==> src/rtl/code_entry_if.sv <==
// Keypad-entry bus between the lock FSM and the code_entry block.
// master: the FSM side (drives buttons and control strobes).
// slave:  the code_entry block (returns entry status and match).
interface code_entry_if;
    logic [3:0] btn;
    logic       capture_en;
    logic       clear;
    logic       verify;
    logic       match;
    logic [3:0] digit_count;
    logic       full;
    logic       invalid;
    logic       bad_seq;
    logic       lockout;

    modport master (
        output btn,
        output capture_en,
        output clear,
        output verify,
        input  match,
        input  digit_count,
        input  full,
        input  invalid,
        input  bad_seq,
        input  lockout
    );

    modport slave (
        input  btn,
        input  capture_en,
        input  clear,
        input  verify,
        output match,
        output digit_count,
        output full,
        output invalid,
        output bad_seq,
        output lockout
    );
endinterface

==> src/rtl/code_entry.sv <==
// code_entry: keypad input stage for the lock FSM.
// Edge-detects one-hot keypad presses, rejects multi-button presses, buffers
// up to CODE_LEN 2-bit digits and reports a combinational match against PASSWORD.
// Optional feature: define LOCKOUT_EN to build the consecutive-failure counter
// that locks the keypad after MAX_FAILS failed verifications.
module code_entry #(
    parameter int unsigned               CODE_LEN  = 4,      // 1..8 digits
    parameter logic [2*CODE_LEN-1:0]     PASSWORD  = 8'h72,  // digit 0 in bits [1:0]
    parameter int unsigned               MAX_FAILS = 3
) (
    input logic          clk,
    input logic          reset,
    code_entry_if.slave  bus
);

    localparam logic [3:0] CodeLen = 4'(CODE_LEN);

    // Registered state
    logic [3:0]            btn_q;
    logic [2*CODE_LEN-1:0] buffer_q, buffer_d;
    logic [3:0]            count_q, count_d;
    logic                  bad_q, bad_d;
    logic                  invalid_q, invalid_d;

    // Press decode
    logic       press_evt;
    logic       single;
    logic [1:0] digit;
    logic       accept;
    logic       lockout;
    logic       is_full;
    logic       match_raw;

    // Press detection and digit decode
    always_comb begin
        press_evt = (bus.btn != 4'd0) && (btn_q == 4'd0);
        // Exactly one bit set: nonzero and clearing the lowest set bit leaves zero
        single    = (bus.btn != 4'd0) && ((bus.btn & (bus.btn - 4'd1)) == 4'd0);
        case (bus.btn)
            4'b0001: digit = 2'd0;
            4'b0010: digit = 2'd1;
            4'b0100: digit = 2'd2;
            4'b1000: digit = 2'd3;
            default: digit = 2'd0;
        endcase
        // clear wins over a press in the same cycle; lockout freezes the keypad
        accept = press_evt && bus.capture_en && !lockout && !bus.clear;
    end

    // Next-state for the entry buffer, digit count and error flags
    always_comb begin
        buffer_d  = buffer_q;
        count_d   = count_q;
        bad_d     = bad_q;
        invalid_d = 1'b0;
        if (bus.clear) begin
            buffer_d = '0;
            count_d  = 4'd0;
            bad_d    = 1'b0;
        end else if (accept) begin
            if (single) begin
                if (count_q < CodeLen) begin
                    for (int i = 0; i < CODE_LEN; i++) begin
                        if (count_q == 4'(i)) begin
                            buffer_d[2*i +: 2] = digit;
                        end
                    end
                    count_d = count_q + 4'd1;
                end else begin
                    // Overflow: extra digit poisons the sequence
                    bad_d = 1'b1;
                end
            end else begin
                invalid_d = 1'b1;
                bad_d     = 1'b1;
            end
        end
    end

    // State registers with synchronous reset
    always_ff @(posedge clk) begin
        if (reset) begin
            btn_q     <= 4'd0;
            buffer_q  <= '0;
            count_q   <= 4'd0;
            bad_q     <= 1'b0;
            invalid_q <= 1'b0;
        end else begin
            btn_q     <= bus.btn;
            buffer_q  <= buffer_d;
            count_q   <= count_d;
            bad_q     <= bad_d;
            invalid_q <= invalid_d;
        end
    end

    // Status outputs are pure functions of registered state
    always_comb begin
        is_full   = (count_q == CodeLen);
        match_raw = is_full && !bad_q && (buffer_q == PASSWORD);
    end

`ifdef LOCKOUT_EN
    localparam int unsigned        FailW    = $clog2(MAX_FAILS + 1);
    localparam logic [FailW-1:0]   MaxFails = FailW'(MAX_FAILS);

    logic [FailW-1:0] fail_q, fail_d;

    // Saturating count of consecutive failed verifications
    always_comb begin
        fail_d = fail_q;
        if (bus.verify) begin
            if (match_raw && !lockout) begin
                fail_d = '0;
            end else if (fail_q != MaxFails) begin
                fail_d = fail_q + FailW'(1);
            end
        end
    end

    // Fail counter register; only reset clears it, not clear
    always_ff @(posedge clk) begin
        if (reset) begin
            fail_q <= '0;
        end else begin
            fail_q <= fail_d;
        end
    end

    assign lockout = (fail_q == MaxFails);
`else
    logic unused_verify;

    // No failure tracking in this build
    assign lockout       = 1'b0;
    assign unused_verify = bus.verify ^ (MAX_FAILS != 0);
`endif

    assign bus.match       = match_raw && !lockout;
    assign bus.digit_count = count_q;
    assign bus.full        = is_full;
    assign bus.invalid     = invalid_q;
    assign bus.bad_seq     = bad_q;
    assign bus.lockout     = lockout;

endmodule

==> src/flat_wrapper.sv <==
// flat-port wrapper written by rule: the top's interface ports become plain ports
module code_entry_flat 
#(
    parameter int unsigned               CODE_LEN  = 4,                    
    parameter logic [2*CODE_LEN-1:0]     PASSWORD  = 8'h72,                          
    parameter int unsigned               MAX_FAILS = 3
)
  (clk, reset, bus_btn, bus_capture_en, bus_clear, bus_verify, bus_match, bus_digit_count, bus_full, bus_invalid, bus_bad_seq, bus_lockout);
  code_entry_if bus_i ();
  input logic clk;
  input logic reset;
  input wire logic [$bits(bus_i.btn)-1:0] bus_btn;
  input wire logic [$bits(bus_i.capture_en)-1:0] bus_capture_en;
  input wire logic [$bits(bus_i.clear)-1:0] bus_clear;
  input wire logic [$bits(bus_i.verify)-1:0] bus_verify;
  output wire logic [$bits(bus_i.match)-1:0] bus_match;
  output wire logic [$bits(bus_i.digit_count)-1:0] bus_digit_count;
  output wire logic [$bits(bus_i.full)-1:0] bus_full;
  output wire logic [$bits(bus_i.invalid)-1:0] bus_invalid;
  output wire logic [$bits(bus_i.bad_seq)-1:0] bus_bad_seq;
  output wire logic [$bits(bus_i.lockout)-1:0] bus_lockout;
  assign bus_i.btn = bus_btn;
  assign bus_i.capture_en = bus_capture_en;
  assign bus_i.clear = bus_clear;
  assign bus_i.verify = bus_verify;
  assign bus_match = bus_i.match;
  assign bus_digit_count = bus_i.digit_count;
  assign bus_full = bus_i.full;
  assign bus_invalid = bus_i.invalid;
  assign bus_bad_seq = bus_i.bad_seq;
  assign bus_lockout = bus_i.lockout;
  code_entry #(.CODE_LEN(CODE_LEN), .PASSWORD(PASSWORD), .MAX_FAILS(MAX_FAILS)) u_core (.clk(clk), .reset(reset), .bus(bus_i));
endmodule
==> config.mk <==
export PLATFORM = sky130hd
export DESIGN_NAME = code_entry_flat
export DESIGN_NICKNAME = d
export VERILOG_FILES = /design/src/rtl/code_entry_if.sv /design/src/rtl/code_entry.sv /design/src/flat_wrapper.sv
export SDC_FILE = /design/constraint.sdc
export NUM_CORES = 1
export LEC_CHECK = 0
export ABC_AREA = 0
export BUFFER_PORTS_ARGS = -buffer_cell sky130_fd_sc_hd__buf_4
export CORE_ASPECT_RATIO = 1.2
export CORE_UTILIZATION = 25
export DETAILED_ROUTE_END_ITERATION = 6
export GPL_TIMING_DRIVEN = 0
export PLACE_DENSITY_LB_ADDON = 0.2
export REMOVE_ABC_BUFFERS = 1
export SLEW_MARGIN = 10
export SYNTH_ARGS = -nofsm -noshare
export SYNTH_HDL_FRONTEND = slang
export SYNTH_SLANG_ARGS = --single-unit
==> constraint.sdc <==
create_clock -name clk -period 5 [get_ports clk]
set_clock_uncertainty 0.15 [all_clocks]
set_input_delay 0.25 -clock clk [delete_from_list [all_inputs] [get_ports clk]]
set_output_delay 0.25 -clock clk [all_outputs]
set_load 0.05 [all_outputs]
### Word-level counts from Yosys, hierarchy flattened

Cells that the tools add are included.
W data, S select, Z words.

| storage, ports and cells | value |
|---|---|
| logic and storage cells | 46 |
| bits of input ports | 9 |
| memory bits (read-only) | 0 |
| bits in latches | 0 |
| RAM bits | 0 |
| memories | 0 |
| flip-flop bits (word level) | 18 |

| cells by class | value |
|---|---|
| add/sub/neg operators | 2 |
| reductions and logical operators | 20 |
| bitwise gates (word level) | 2 |
| multipliers | 0 |
| divide/modulo/power cells | 0 |
| shifts and indexed selects | 0 |
| equality and inequality tests | 9 |
| muxes and demuxes | 4 |
| $lt $le $gt $ge | 1 |

Operators with widths:

| operator | number |
|---|---|
| $reduce_and A4 Y1 | 4 |
| $eq A4 B2 Y1 const B | 3 |
| $logic_not A4 Y1 | 3 |
| $eq A4 B3 Y1 const B | 2 |
| $eq A8 B7 Y1 const B | 1 |
| $logic_and A1 B1 Y1 | 6 |
| $pmux W2 S3 | 1 |
| $add A4 B1 Y4 const B | 1 |
| $and A4 B4 Y4 | 1 |
| $eq A4 B1 Y1 const B | 1 |
| $eq A4 B4 Y1 const B | 1 |
| $lt A4 B3 Y1 const B | 1 |
| $reduce_bool A4 Y1 | 1 |
| $sub A4 B1 Y4 const B | 1 |
| $mux W1 | 3 |
| $reduce_and A3 Y1 | 1 |
| $reduce_or A3 Y1 | 1 |
| $logic_not A1 Y1 | 2 |
| $ne A2 B2 Y1 const B | 1 |
| $reduce_and A2 Y1 | 1 |
| $reduce_or A2 Y1 | 1 |
| $not A1 Y1 | 1 |

### Logic depth before layout (Yosys ltp)

| logic depth | value |
|---|---|
| depth in word-level cells | 6 |
| mapped depth | 6 |
| depth with buffers taken out | 6 |

### Worst setup path before layout

No wires, ideal clock.

| path | value |
|---|---|
| kind | register to output |
| from | register u_core.count_q[0] (netlist: u_core.bus.digit_count[0]) |
| to | output bus_match |
| path slack | 1.393 ns |
| buffers on the path | 0 |
| stages on the path, launching flop included | 7 |
| arrival time | 3.207 ns |
| cell sequence | dfxtp_1 > inv_1 > ha_1 > nand2_1 > nor2_1 > nand3_1 > nor4_1 |

| on the way | value |
|---|---|
| cells in the longest elaborated chain, start to end | 3 |

Ends and longest elaborated chain:

| item | RTL line | RTL |
|---|---|---|
| start: declaration | code_entry.sv:21 | `logic [3:0] count_q, count_d;` |
| start signal: assignment | code_entry.sv:91 | `count_q <= count_d;` |
| $eq A4 B3 Y1 | code_entry.sv:99 | `is_full = (count_q == CodeLen);` |
| net bus_full | flat_wrapper.sv:18 | `output wire logic [$bits(bus_i.full)-1:0] bus_full;` |
| $logic_and A1 B1 Y1 (2 in a row) | code_entry.sv:100 | `match_raw = is_full && !bad_q && (buffer_q == PASSWORD);` |
| end: declaration | flat_wrapper.sv:16 | `output wire logic [$bits(bus_i.match)-1:0] bus_match;` |

The timed path passes the listed nets, and every way through them passes these cells.

### Worst setup path in the final report

| path | value |
|---|---|
| from | register u_core.count_q[0] (netlist: u_core.bus.digit_count[0]) |
| to | output bus_match |

| on the way | value |
|---|---|
| cells in the longest elaborated chain, start to end | 3 |

Ends and longest elaborated chain:

| item | RTL line |
|---|---|
| $eq A4 B3 Y1 | code_entry.sv:99 |
| $logic_and A1 B1 Y1 (2 in a row) | code_entry.sv:100 |

No other way between the ends.

==> key figures <==
Drt
  • WL final: 1880 um
  • Drt pass-1 iters: 6
  • Routed vias: 709
  • Avg WL per Cell: 12.8 um
  • Drt drc: 2
  • DRT iter0 DRCs: 22
  • Routed vias/inst: 4.82
  • Post-route ant nets: 0

Logic synthesis
  • Simple-Gate Fraction of Synth Area: 19.2%
  • EDFF count, synth: 0
  • Async set-or-reset flop fraction in the synthesized netlist: 0%
  • Multiplexer share of the synthesized area: 11.0%
  • Yosys reg bits: 18
  • Warnings, synthesis: 0
  • Synth area leader: dfxtp_1
  • XOR/XNOR Fraction of Synth Area: 2.90%
  • Library cells used by synthesis: 30
  • Compound-Gate Fraction of Synth Area: 16.0%
  • Adder-cell share of the synthesized area: 5.52%
  • Synth Area per Inst: 9.44 um2
  • Cell area after synthesis: 906 um2
  • Synth area leaders: dfxtp_1 40%, mux2i_1 11%, nand2_1 5.8%, ha_1 5.5%, o2111ai_1 3.9%
  • Top cell type's share of synthesized area: 39.8%
  • Synth Instances: 96
  • Seq/Total Area, Yosys: 39.8%
  • Main combinational cell family by area after synthesis: simple AND/OR/NAND/NOR gates
  • Primary FF master, synth: dfxtp_1

Final layout
  • Antenna Cells: 0
  • Area grow syn2layout: 19.1%
  • # nets final: 125
  • Most common cell after layout, fill and taps aside: dfxtp_1
  • Commonest cells after routing, fill and taps aside: 18 x dfxtp_1, 15 x buf_4, 14 x nand2_1
  • Layout cell share with drive strength beyond 1: 18.2%

Die
  • Ports: 18
  • Initial Util: 26.7%
  • Die Ht: 67.9 um
  • Die X: 57.0 um
  • Core region area: 0.00340 mm2
  • Site row count: 23
  • Die area: 0.00387 mm2

STA
  • Post-Route Setup TNS: 0 ns
  • Worst Max-Slew Pin Slew: 1.01 ns
  • Final worst path period need: 2.09 ns
  • RSZ-0062 raised after global routing: false
  • Max-slew headroom: 32.7%
  • Hold_ws: 0.0374 ns
  • Max Freq: 0.479 GHz
  • Max-slew violation count: 0
  • Final Hold Viols: 0
  • Fin crit share: 41.8%
  • Final setup vio count: 0

Clock tree
  • Post-CTS Hold Buffers: 0
  • Clk slew on worst S/H paths: 0.06 ns
  • Clock sink total: 18
  • Clock tree from TritonCTS: built
  • H-tree depth: 1
  • CTS Root Buffer Type: clkbuf_8
  • CTS resizes: 0
  • Clk buf depth: 2
  • CTS buffer count: 3
  • Later-pin clock latency in the skew report: 0.25 ns
  • Setup bufs post-CTS: 0

Job
  • Max Cap Viol: 0

Global routing
  • First-pass GRT wire length: 3240 um
  • GRT Total Usage: 10.9%
  • GRT overflow: 0
  • Vias in the first global route: 699
  • Initial antenna violation count: 0
  • Largest net degree at the start of global routing: 17

Critical path
  • Arrival @ worst endpoint: 1.69 ns
  • Crit path capture type: output port
  • Crit path launch: u_core.bus.digit_count[0]$_SDFFE_PP0P_
  • Setup Crit Path Kind: reg2out
  • Worst-path fanout max: 5
  • Crit start category: flip-flop
  • FF-to-FF Start: u_core.btn_q[1]$_SDFF_PP0_
  • Worst Path Required: 4.60 ns

Placed design
  • Port Buffers: 15
  • Dpl hpwl: 1450 um
  • Gpl congestion: 0.706

Hold path
  • Min-delay worst type: in2reg
  • Hold_sp: bus_clear

Status
  • Failing checks: design-rule violations
  • Status: complete, but fails checks

Power
  • Pwr Density: 253 mW/mm2
  • Total Power: 0.273 mW
  • Leakage power: 0.455 nW
  • Peak VDD IR: 0.0962 mV
[cells in the mapped netlist (3+ instances only)]
cell type   n
nor2_1      7
dfxtp_1    18
xor2_1      3
inv_1       5
mux2i_1    10
nand3_1     3
nor4_1      3
ha_1        4
nor2b_1     3
o2111ai_1   4
nand2_1    14
[where the power goes]
| part | internal [mW] | total [mW] | switching [mW] |
|---|---|---|---|
| combinational | 0.0102 | 0.0270 | 0.0168 |
| sequential | 0.145 | 0.146 | 0.000710 |
| clock | 0.0534 | 0.0999 | 0.0464 |
| total | 0.209 | 0.273 | 0.0640 |
[worst max-delay path, stage by stage (launching register included)]
cell,delay (ns)
dfxtp_1,0.35
inv_1,0.11
ha_1,0.19
nand2_1,0.06
nor2_1,0.16
nand3_1,0.11
nor4_1,0.20
buf_4,0.25
[sequential cells by signal (all words and copies together) (netlist names)]
name / cells
u_core.buffer_q: 8
u_core.btn_q: 4
u_core.bus.digit_count: 4
u_core.bus.bad_seq: 1
u_core.bus.invalid: 1
[logic make-up after synthesis]
group,Yosys count
AO/OA/AOI/OAI,15
XOR/XNOR,3
adder cells (fa/ha/maj),4
buffers and inverters,9
flip-flops,18
multiplexers,10
other,1
AND/OR/NAND/NOR,36
[final timing paths]
kind | to | slack [ns] | depth (start not counted)
max | bus_match | 2.91 | 7
min | u_core.bus.bad_seq$_SDFFE_PP0P_ | 0.04 | 2
max reg2reg | u_core.bus.digit_count[1]$_SDFFE_PP0P_ | 3.20 | 4
min reg2reg | u_core.buffer_q[7]$_SDFFE_PP0P_ | 0.32 | 2
[stage by stage]
stage	setup WS, ns	utilization, %	instances	instance area, um2
2_1_floorplan	1.39	-	92	878
3_3_place_gp	3.03	30.5	144	1040
3_5_place_dp	3.02	30.5	144	1040
4_1_cts	2.91	31.8	147	1080
5_1_grt	2.70	31.8	147	1080
6_report	2.91	31.8	147	1080
[metal layers]
metal	wire length, um	part of all wire [%]	vias up	GRT usage [%]
li1	-	-	369	-
met1	867	46	327	13.5
met2	913	49	11	18.5
met3	81	4.3	2	1.51
met4	19	1.0	0	5.49
met5	0	0	-	0
[area by class of cell]
type                            instances  area [um2]
Multi-Input combinational cell         69         499
Fill cell                             362        2320
Sequential cell                        18         360
Timing Repair Buffer                   15         113
Inverter                                5        18.8
Clock buffer                            3        41.3
Tap cell                               37        46.3
Note: power is estimated with default switching activity, not from simulation.
